===== src/rtl/spi_cmd_sequencer_pkg.sv =====
// Shared types and default opcodes for the SPI command-frame sequencer.
// The state enum is shared so the sub-module and any future debug logic agree on encoding.
package spi_cmd_sequencer_pkg;

    typedef logic [7:0] byte_t;

    typedef enum logic [2:0] {
        ST_IDLE,
        ST_CMD,
        ST_ADDR,
        ST_WRITE,
        ST_READ,
        ST_DISCARD
    } state_t;

    localparam byte_t CMD_WRITE_DEFAULT = 8'h01;
    localparam byte_t CMD_READ_DEFAULT  = 8'h02;

endpackage


===== src/rtl/spi_cmd_sequencer_reg_req_port.sv =====
// Register-bus request port: holds a single-beat request until acknowledged,
// owns the auto-incrementing address counter and returns read data to the SPI transmit side.
module spi_reg_req_port
    import spi_cmd_sequencer_pkg::*;
#(
    parameter int ADDR_W = 8
) (
    input  logic              clk,
    input  logic              rst_n,
    input  logic              load_addr,
    input  logic [ADDR_W-1:0] addr_in,
    input  logic              issue,
    input  logic              issue_we,
    input  byte_t             issue_wdata,
    input  logic              reg_ack,
    input  byte_t             reg_rdata,
    output logic              reg_req,
    output logic              reg_we,
    output logic [ADDR_W-1:0] reg_addr,
    output byte_t             reg_wdata,
    output byte_t             tx_byte,
    output logic              tx_load
);

    // The address counter doubles as the bus address, so it must only move on completion.
    always_ff @(posedge clk or negedge rst_n) begin
        if (!rst_n) begin
            reg_req   <= 1'b0;
            reg_we    <= 1'b0;
            reg_addr  <= '0;
            reg_wdata <= 8'h00;
            tx_byte   <= 8'h00;
            tx_load   <= 1'b0;
        end else begin
            tx_load <= 1'b0;
            if (load_addr) begin
                reg_addr <= addr_in;
            end else if (reg_req && reg_ack) begin
                reg_addr <= reg_addr + ADDR_W'(1);
            end
            if (reg_req && reg_ack) begin
                reg_req <= 1'b0;
                if (!reg_we) begin
                    tx_byte <= reg_rdata;
                    tx_load <= 1'b1;
                end
            end else if (issue && !reg_req) begin
                reg_req <= 1'b1;
                reg_we  <= issue_we;
                if (issue_we) begin
                    reg_wdata <= issue_wdata;
                end
            end
        end
    end

endmodule


===== src/rtl/spi_cmd_sequencer.sv =====
// Frame-level SPI command decoder: command byte, address byte, then write data or read dummies,
// turned into single-beat register-bus transactions with address auto-increment.
module spi_cmd_sequencer
    import spi_cmd_sequencer_pkg::*;
#(
    parameter int    ADDR_W    = 8,
    parameter byte_t CMD_WRITE = CMD_WRITE_DEFAULT,
    parameter byte_t CMD_READ  = CMD_READ_DEFAULT
) (
    input  logic              clk,
    input  logic              rst_n,
    input  logic              cs,
    input  byte_t             byte_in,
    input  logic              byte_valid,
    output logic              reg_req,
    output logic              reg_we,
    output logic [ADDR_W-1:0] reg_addr,
    output byte_t             reg_wdata,
    input  logic              reg_ack,
    input  byte_t             reg_rdata,
    output byte_t             tx_byte,
    output logic              tx_load,
    input  logic              clr_err,
    output logic              err_badcmd,
    output logic              err_overrun,
    output logic              busy
);

    state_t state, state_nx;
    logic   mode_rd, mode_rd_nx;
    logic   load_addr, issue, issue_we;
    logic   set_badcmd, set_overrun;

    always_ff @(posedge clk or negedge rst_n) begin
        if (!rst_n) begin
            state       <= ST_IDLE;
            mode_rd     <= 1'b0;
            err_badcmd  <= 1'b0;
            err_overrun <= 1'b0;
        end else begin
            state       <= state_nx;
            mode_rd     <= mode_rd_nx;
            err_badcmd  <= set_badcmd  ? 1'b1 : (clr_err ? 1'b0 : err_badcmd);
            err_overrun <= set_overrun ? 1'b1 : (clr_err ? 1'b0 : err_overrun);
        end
    end

    // Deselect wins over everything, including a byte landing in the same cycle.
    always_comb begin
        state_nx    = state;
        mode_rd_nx  = mode_rd;
        load_addr   = 1'b0;
        issue       = 1'b0;
        issue_we    = 1'b0;
        set_badcmd  = 1'b0;
        set_overrun = 1'b0;
        if (state != ST_IDLE && cs) begin
            state_nx = ST_IDLE;
        end else begin
            case (state)
                ST_IDLE: begin
                    if (!cs && !reg_req) state_nx = ST_CMD;
                end
                ST_CMD: begin
                    if (byte_valid) begin
                        if (byte_in == CMD_WRITE) begin
                            state_nx   = ST_ADDR;
                            mode_rd_nx = 1'b0;
                        end else if (byte_in == CMD_READ) begin
                            state_nx   = ST_ADDR;
                            mode_rd_nx = 1'b1;
                        end else begin
                            set_badcmd = 1'b1;
                            state_nx   = ST_DISCARD;
                        end
                    end
                end
                ST_ADDR: begin
                    if (byte_valid) begin
                        load_addr = 1'b1;
                        if (mode_rd) begin
                            state_nx = ST_READ;
                            issue    = 1'b1;
                        end else begin
                            state_nx = ST_WRITE;
                        end
                    end
                end
                ST_WRITE, ST_READ: begin
                    if (byte_valid) begin
                        if (reg_req) begin
                            set_overrun = 1'b1;
                            state_nx    = ST_DISCARD;
                        end else begin
                            issue    = 1'b1;
                            issue_we = (state == ST_WRITE);
                        end
                    end
                end
                ST_DISCARD: begin
                end
                default: state_nx = ST_IDLE;
            endcase
        end
    end

    assign busy = (state != ST_IDLE) || reg_req;

    spi_reg_req_port #(
        .ADDR_W(ADDR_W)
    ) u_req_port (
        .clk        (clk),
        .rst_n      (rst_n),
        .load_addr  (load_addr),
        .addr_in    (byte_in[ADDR_W-1:0]),
        .issue      (issue),
        .issue_we   (issue_we),
        .issue_wdata(byte_in),
        .reg_ack    (reg_ack),
        .reg_rdata  (reg_rdata),
        .reg_req    (reg_req),
        .reg_we     (reg_we),
        .reg_addr   (reg_addr),
        .reg_wdata  (reg_wdata),
        .tx_byte    (tx_byte),
        .tx_load    (tx_load)
    );

endmodule


===== config.mk =====
export PLATFORM = sky130hd
export DESIGN_NAME = spi_cmd_sequencer
export DESIGN_NICKNAME = d
export VERILOG_FILES = /design/src/rtl/spi_cmd_sequencer_pkg.sv /design/src/rtl/spi_cmd_sequencer_reg_req_port.sv /design/src/rtl/spi_cmd_sequencer.sv
export SDC_FILE = /design/constraint.sdc
export NUM_CORES = 1
export LEC_CHECK = 0
export ABC_AREA = 1
export CAP_MARGIN = 5
export CORE_MARGIN = 3
export CORE_UTILIZATION = 45
export DETAILED_ROUTE_END_ITERATION = 10
export GPL_TIMING_DRIVEN = 1
export PLACE_DENSITY = 0.77
export SYNTH_ARGS = -nofsm -noshare
export SYNTH_HDL_FRONTEND = slang
export SYNTH_SLANG_ARGS = --single-unit

===== constraint.sdc =====
create_clock -name clk -period 1.39 [get_ports clk]
set_input_delay 0.278 -clock clk [delete_from_list [all_inputs] [get_ports clk]]
set_output_delay 0.278 -clock clk [all_outputs]
set_load 0.005 [all_outputs]

==> results.ini <==
[run_status]
status = finished with violations
failed_checks = negative setup slack

[final_layout]
layout.nets = 337
antennaDiodeCount = 0
utilization_pct = 80.8
fin_cells = 360
area_growth_pct = 64.6
final_area_um2 = 2840
drive_gt1_share_pct = 34.1
fillCellCount = 241

[worst_setup_path]
cp.arrival_ns = 1.12
cp_max_fo = 3
crit_family = flip-flops
worst-path-stages = 5
rr_endpoint = u_req_port.reg_we
endpoint_kind = output pin
cp_num_buf_inv = 2
cp.required_ns = 1.11
reg2reg_from = state[0]
worstSetupPathType = register to output pin
ff2ff_path_depth = 9
reg2reg_slack_ns = 0
max_stage_delay_ns = 0.38
slowest_stage = dfrtp_1
crit_path_cell_trace = inv_2, nand2_2, nor2_4, nand2_1, buf_2
start_kind = register

[routing]
drc = 0
drt-total-wl_um = 4890
drtAntennaViolNets = 0
firstDrtPassIters = 4
viasPerCell = 4.95
drtIter0Drc = 81
wl_per_cell_um = 13.6
vias = 1783

[clock_tree]
path_clk_slew_ns = 0.06
cts_root_buffer = clkbuf_8
clockBufferDepth = 2
insertion_delay_ns = 0.28
cts_tree = built
htree_levels = 2
numCtsBuffers = 5
clkSinkCount = 33
cts_hold_buf = 0

[place]
place_hpwl_um = 3120
port_buffers = 51
placed_area_um2 = 2490
globalplace.congestion = 0.859
dp_slack_ns = -0.226
place_inst = 332

[power_and_ir_drop]
pwr_density_cell_nw_per_um2 = 1380
ir_worst_vdd_mv = 0.878
intPower_uw = 2550
seq_power_share_pct = 33.7
switching_share_pct = 35.2
power_frac_clock_pct = 18.2
p_sw_uw = 1380
p_comb_share_pct = 48.0
report.power.total_uw = 3930
p_leak_uw = 0.00151

[synth]
synth-seq-cells = 33
synth_cell_type_count = 25
synth_cells = 212
syn-cell-area_um2 = 1730
ys_seq_area_share_pct = 47.8
ys.flop_type = dfrtp_1
synth_edf_count = 0
yosysWarnings = 0
syn_nets = 235
async_flop_share_pct = 100
postSynthAreaPerCell_um2 = 8.15

[sta]
period_share_pct = 100
period_needed_ns = 1.40
fin_ws_ns = -0.00528
finClkSkew_ns = 0.00461
max_freq_ghz = 0.717
finalHoldViolCount = 0
slew_headroom_pct = 84.1
rsz0062_at_grt = true
report.final.slew_viol_count = 0
setup_viol = 1
tightest_slew_ns = 0.239

[floorplanning]
core_area_um2 = 3520
die_w_um = 68.0
start_util_pct = 49.1
ios = 52
die_area_um2 = 4620
rows = 21
die_h_um = 68.0

[hold_path]
hp-class = primary input to async pin

[grt]
grt_pass1_wl_um = 7160
grt_use_total_pct = 20.4
antenna_found_initial = 0
grt_pass1_vias = 1647
grt_overflow = 0
grt_max_degree = 34

[flow_run]
maxCapViolCount = 0

-- layout by cell type, fill, tap and decap left out --
| cell | instances |
|---|---|
| a21oi_1 | 2 |
| a21oi_2 | 5 |
| buf_12 | 2 |
| buf_2 | 1 |
| buf_4 | 40 |
| buf_6 | 3 |
| clkbuf_1 | 1 |
| clkbuf_8 | 6 |
| clkdlybuf4s50_1 | 22 |
| dfrtp_1 | 32 |
| dfrtp_2 | 1 |
| dlygate4sd2_1 | 28 |
| ha_1 | 1 |
| inv_1 | 21 |
| inv_2 | 6 |
| inv_4 | 1 |
| nand2_1 | 62 |
| nand2_2 | 9 |
| nand2_4 | 2 |
| nand2_8 | 1 |
| nand3_1 | 11 |
| nand3_2 | 3 |
| nand3_4 | 4 |
| nand4_1 | 1 |
| nor2_1 | 9 |
| nor2_2 | 7 |
| nor2_4 | 4 |
| nor3_1 | 1 |
| nor3_4 | 1 |
| o211ai_2 | 2 |
| o21ai_0 | 3 |
| o21ai_1 | 7 |
| o21ai_2 | 7 |
| o221ai_1 | 1 |
| o22ai_2 | 1 |
| xnor2_2 | 1 |
| xor2_1 | 5 |
-- power groups by stage --
stage	logic [µW]	clock network, µW	registers, µW
after floorplan	606	0	1400
after global placement	1440	0	1380
after detailed placement	1460	0	1380
after CTS	1570	719	1310
after global routing	2060	781	1340
final	1890	717	1330
-- registers in the layout, indices dropped and copies added, names as in the netlist --
signal	flops
err_badcmd	1
mode_rd	1
u_req_port.reg_addr	8
u_req_port.reg_req	1
u_req_port.tx_byte	8
u_req_port.reg_we	1
u_req_port.reg_wdata	8
err_overrun	1
u_req_port.tx_load	1
state	3
-- cells in the mapped netlist (2+ instances only) --
master    count  area, µm²
nand2_1      72        270
dfrtp_1      33        826
inv_1        25       93.8
nand3_1      15       75.1
nor2_1       12       45.0
nor2_2        8       50.1
o21ai_0       7       35.0
o21ai_2       6       52.6
xor2_1        5       43.8
a21oi_2       4       35.0
o21ai_1       4       20.0
a21oi_1       3       15.0
inv_2         3       11.3
buf_6         2       22.5
nand2_4       2       22.5
o211ai_2      2       25.0
-- worst max path at each step --
| stage | end | from |
|---|---|---|
| after floorplan | u_req_port.reg_addr[0] | state[0] |
| after global placement | mode_rd | byte_in[2] |
| after detailed placement | mode_rd | byte_in[5] |
| after CTS | u_req_port.reg_we | state[2] |
| after global routing | u_req_port.reg_we | state[0] |
| final | busy | state[0] |
-- final cells by class --
| type | instances | area (µm²) | share of cell area, % |
|---|---|---|---|
| Multi-Input combinational cell | 150 | 921 | 32.4 |
| Timing Repair Buffer | 96 | 845 | 29.7 |
| Sequential cell | 33 | 827 | 29.1 |
| Inverter | 28 | 108 | 3.78 |
| Clock buffer | 7 | 86.3 | 3.04 |
| Tap cell | 46 | 57.6 | 2.02 |
-- metrics by stage --
step,hold WS (ns),setup TNS [ns]
2_1_floorplan,-0.0176,0
3_3_place_gp,0.452,-2.19
3_5_place_dp,0.462,-2.49
4_1_cts,0.376,-0.00622
5_1_grt,0.376,-0.602
6_report,0.368,-0.00528
-- timing repair --
action,CTS,global route
setup buffers,15,7
setup endpoints to repair,39,23
pin swaps,2,15
gates cloned,0,1
gates resized for setup,40,36
-- cells by family (layout without fill, tap and decap cells) --
family / count (synthesis) / in the layout / synth area share, %
compound gates: 28 / 28 / 11.4
xor+xnor: 6 / 6 / 3.04
fa+ha+maj: 1 / 1 / 0.724
buf+inv: 30 / 131 / 7.39
flops: 33 / 33 / 47.8
simple gates: 114 / 115 / 29.6
-- routing by layer --
metal / track usage, % / vias up / wire length, µm
met1: 27.3 / 824 / 2220
li1: - / 874 / -
met4: 7.20 / 0 / 65
met5: 0 / - / 0
met3: 3.45 / 8 / 340
met2: 33.2 / 77 / 2270
Power figures use the tool's default switching activity.
==> RTL edit (same settings) <==
Make the reset (`rst_n`) synchronous in 2 clocked blocks.
--- a/src/rtl/spi_cmd_sequencer_reg_req_port.sv
+++ b/src/rtl/spi_cmd_sequencer_reg_req_port.sv
@@ -24,5 +24,5 @@
 
     // The address counter doubles as the bus address, so it must only move on completion.
-    always_ff @(posedge clk or negedge rst_n) begin
+    always_ff @(posedge clk) begin
         if (!rst_n) begin
             reg_req   <= 1'b0;
--- a/src/rtl/spi_cmd_sequencer.sv
+++ b/src/rtl/spi_cmd_sequencer.sv
@@ -32,5 +32,5 @@
     logic   set_badcmd, set_overrun;
 
-    always_ff @(posedge clk or negedge rst_n) begin
+    always_ff @(posedge clk) begin
         if (!rst_n) begin
             state       <= ST_IDLE;
Function: differs if rst_n is asserted again (counterexample within 4 cycles, from zero or initial values and one cycle with rst_n low); with rst_n held inactive, the same outputs for 10 cycles.
==> RTL edit against the unedited design <==
  * Sequential share of layout area shrank 3.3 points
  * Sequential cell count is the same
  * Critical path depth grew 4
  * Count of clock-buffer cells in the layout is the same
  * Setup slack gained 0.063 ns
  * Synthesized area shrank 1.5%
  * Worst hold slack gained 0.024 ns
  * Cell area shrank 7.3%
  * Total power shrank 24%
  * Routed wire length shrank 0.57%
  * Sequential power shrank 21%
  * Highest routed layer unchanged
  * Critical path type is now in2reg
  * Register-to-register slack gained 0.10 ns
==> RTL edit: results (changes against the unedited design) <==
Parameter                              Value

Yosys
  Post-synthesis instance total ... 255 (was 212)
  Commonest cells post-synth ... 61 x sky130_fd_sc_hd__nand2_1, 49 x sky130_fd_sc_hd__nor2_1, 33 x sky130_fd_sc_hd__dfxtp_1 (was 72 x sky130_fd_sc_hd__nand2_1, 33 x sky130_fd_sc_hd__dfrtp_1, 25 x sky130_fd_sc_hd__inv_1)
  Most area-consuming cells after synthesis ... sky130_fd_sc_hd__dfxtp_1 39%, sky130_fd_sc_hd__nand2_1 13%, sky130_fd_sc_hd__nor2_1 11% (was sky130_fd_sc_hd__dfrtp_1 48%, sky130_fd_sc_hd__nand2_1 16%, sky130_fd_sc_hd__inv_1 5.4%)
  Post-synthesis sequential area ratio ... 38.82% (was 47.79%)
  Mapped Nets ... 278 (was 235)
  Async set or reset register ratio after synthesis ... 0% (was 100.0%)
  Most frequently used flop master after synthesis ... sky130_fd_sc_hd__dfxtp_1 (was sky130_fd_sc_hd__dfrtp_1)
  Unique masters post-synth ... 26 (was 25)

Placed design
  Placer Congestion ... 0.8821 (was 0.8591)
  Estimated wirelength of the detail-placed design ... 3524 um (was 3115 um)

Critical path
  Crit path from ... byte_in[1] (was state[0])
  Slowest-stage cell, CP ... sky130_fd_sc_hd__clkdlybuf4s50_1 (was sky130_fd_sc_hd__dfrtp_1)
  Delay of the slowest cell on the worst path ... 0.47 ns (was 0.38 ns)
  Worst setup path endpoint ... mode_rd (was busy)
  FF-to-FF path depth ... 8 (was 9)
  FF-to-FF End ... u_req_port.reg_addr[6] (was u_req_port.reg_we)
  Crit-path leading delay family ... simple AND/OR/NAND/NOR gates (was flip-flops)

GRT
  GRT Util Overall ... 22.70% (was 20.40%)
  Via count of the first global-routing pass ... 1837 (was 1647)
  Pin count of the biggest net entering global routing ... 17 (was 34)
  Wire length of the first global-routing pass ... 7790 um (was 7155 um)

Power
  Maximum vdd ir drop ... 0.0009911 V (was 0.0008780 V)
  Leakage power ... 1.407 nW (was 1.510 nW)

Final layout
  Fraction of final layout cells with drive strength greater than 1 ... 23.89% (was 34.08%)
  FILL cells ... 290 (was 241)

Route
  Vias after detailed routing ... 1887 (was 1783)
  Final wirelength ... 4860 um (was 4888 um)
  DRC violation total after the first TritonRoute iteration ... 100 (was 81)
  Routed WL per cell ... 12.62 um (was 13.58 um)

Status
  Result of the run ... finished clean (was finished, violations left)

STA
  Fin Setup TNS ... 0 ns (was -0.005283 ns)
  Worst clock skew on the final layout ... 0.005574 ns (was 0.004612 ns)

Min path
  Worst min path class ... in2reg (was in2async)
RTL edit: cell count changes after synthesis, sizes merged, moves of 5 or more:
| cell | delta |
|---|---|
| dfrtp | -33 |
| dfxtp | +33 |
| nand2 | -8 |
| nand3 | +5 |
| nor2 | +35 |
| o21ai | +5 |
RTL edit: worst min path at each step:
stage,startpoint,endpoint,depth (start not counted)
2_1_floorplan,rst_n,u_req_port.reg_req,2
3_3_place_gp,err_badcmd,err_badcmd,2
3_5_place_dp,err_badcmd,err_badcmd,2
4_1_cts,err_badcmd,err_badcmd,2
5_1_grt,byte_in[2],u_req_port.reg_wdata[2],4
6_report,byte_in[3],u_req_port.reg_wdata[3],4
RTL edit: cell type report:
class / count / area [sq um] / area share, %
Multi-Input combinational cell: 185 / 932.1 / 35.36
Timing Repair Buffer: 79 / 710.7 / 26.96
Sequential cell: 33 / 679.4 / 25.77
Inverter: 34 / 140.1 / 5.316
Clock buffer: 7 / 86.33 / 3.275
Tap cell: 46 / 57.56 / 2.183
Clock inverter: 1 / 30.03 / 1.139
RTL edit: metrics by stage:
stage | hold WS [ns] | instance area, sq um | utilization [%] | setup WS [ns]
after floorplan | 0.4031 | 1702 | - | 0.1788
after global placement | 0.4536 | 2420 | 69.24 | -0.2358
after detailed placement | 0.4576 | 2420 | 69.24 | -0.2749
after CTS | 0.4649 | 2551 | 73.00 | 0.0001422
after global routing | 0.4452 | 2636 | 75.44 | -0.03739
final | 0.3919 | 2636 | 75.44 | 0.05811
RTL edit: cell families after synthesis:
family                     synth area share [%]
xor gates and xnor gates                  1.030
buffers and inverters                     8.456
DFF                                       38.82
adders and majority gates                0.7352
AOI/OAI and AO/OA                         10.37
and+or+nand+nor                           40.59
RTL edit: power by group:
part | leakage [nW] | internal, mW | switching (mW)
Clock | 0.0585 | 0.584 | 0.350
Sequential | 0.273 | 1.00 | 0.0444
Combinational | 1.08 | 0.442 | 0.563
Total | 1.41 | 2.03 | 0.958
RTL edit: what timing repair did:
item	CTS	global route
endpoints found under the hold margin	0	0
setup endpoints to repair	30	22
gates cloned	0	0
gates resized for setup	45	31
pin swaps	1	14
buffers inserted	4	3
RTL edit: worst min-delay path, cell delays in order:
cell	delay (ns)
sky130_fd_sc_hd__dlymetal6s2s_1	0.10
sky130_fd_sc_hd__buf_4	0.12
sky130_fd_sc_hd__o21ai_1	0.07
sky130_fd_sc_hd__nor2_1	0.07
RTL edit: per-layer routing:
metal | up-vias | routed length (um) | share of wire (%) | track usage, %
li1 | 966 | - | - | -
met5 | - | 0 | 0 | 0
met4 | 0 | 74 | 1.5 | 8.861
met2 | 70 | 2344 | 48 | 38.15
met3 | 11 | 392 | 8.1 | 7.155
met1 | 840 | 2049 | 42 | 26.68
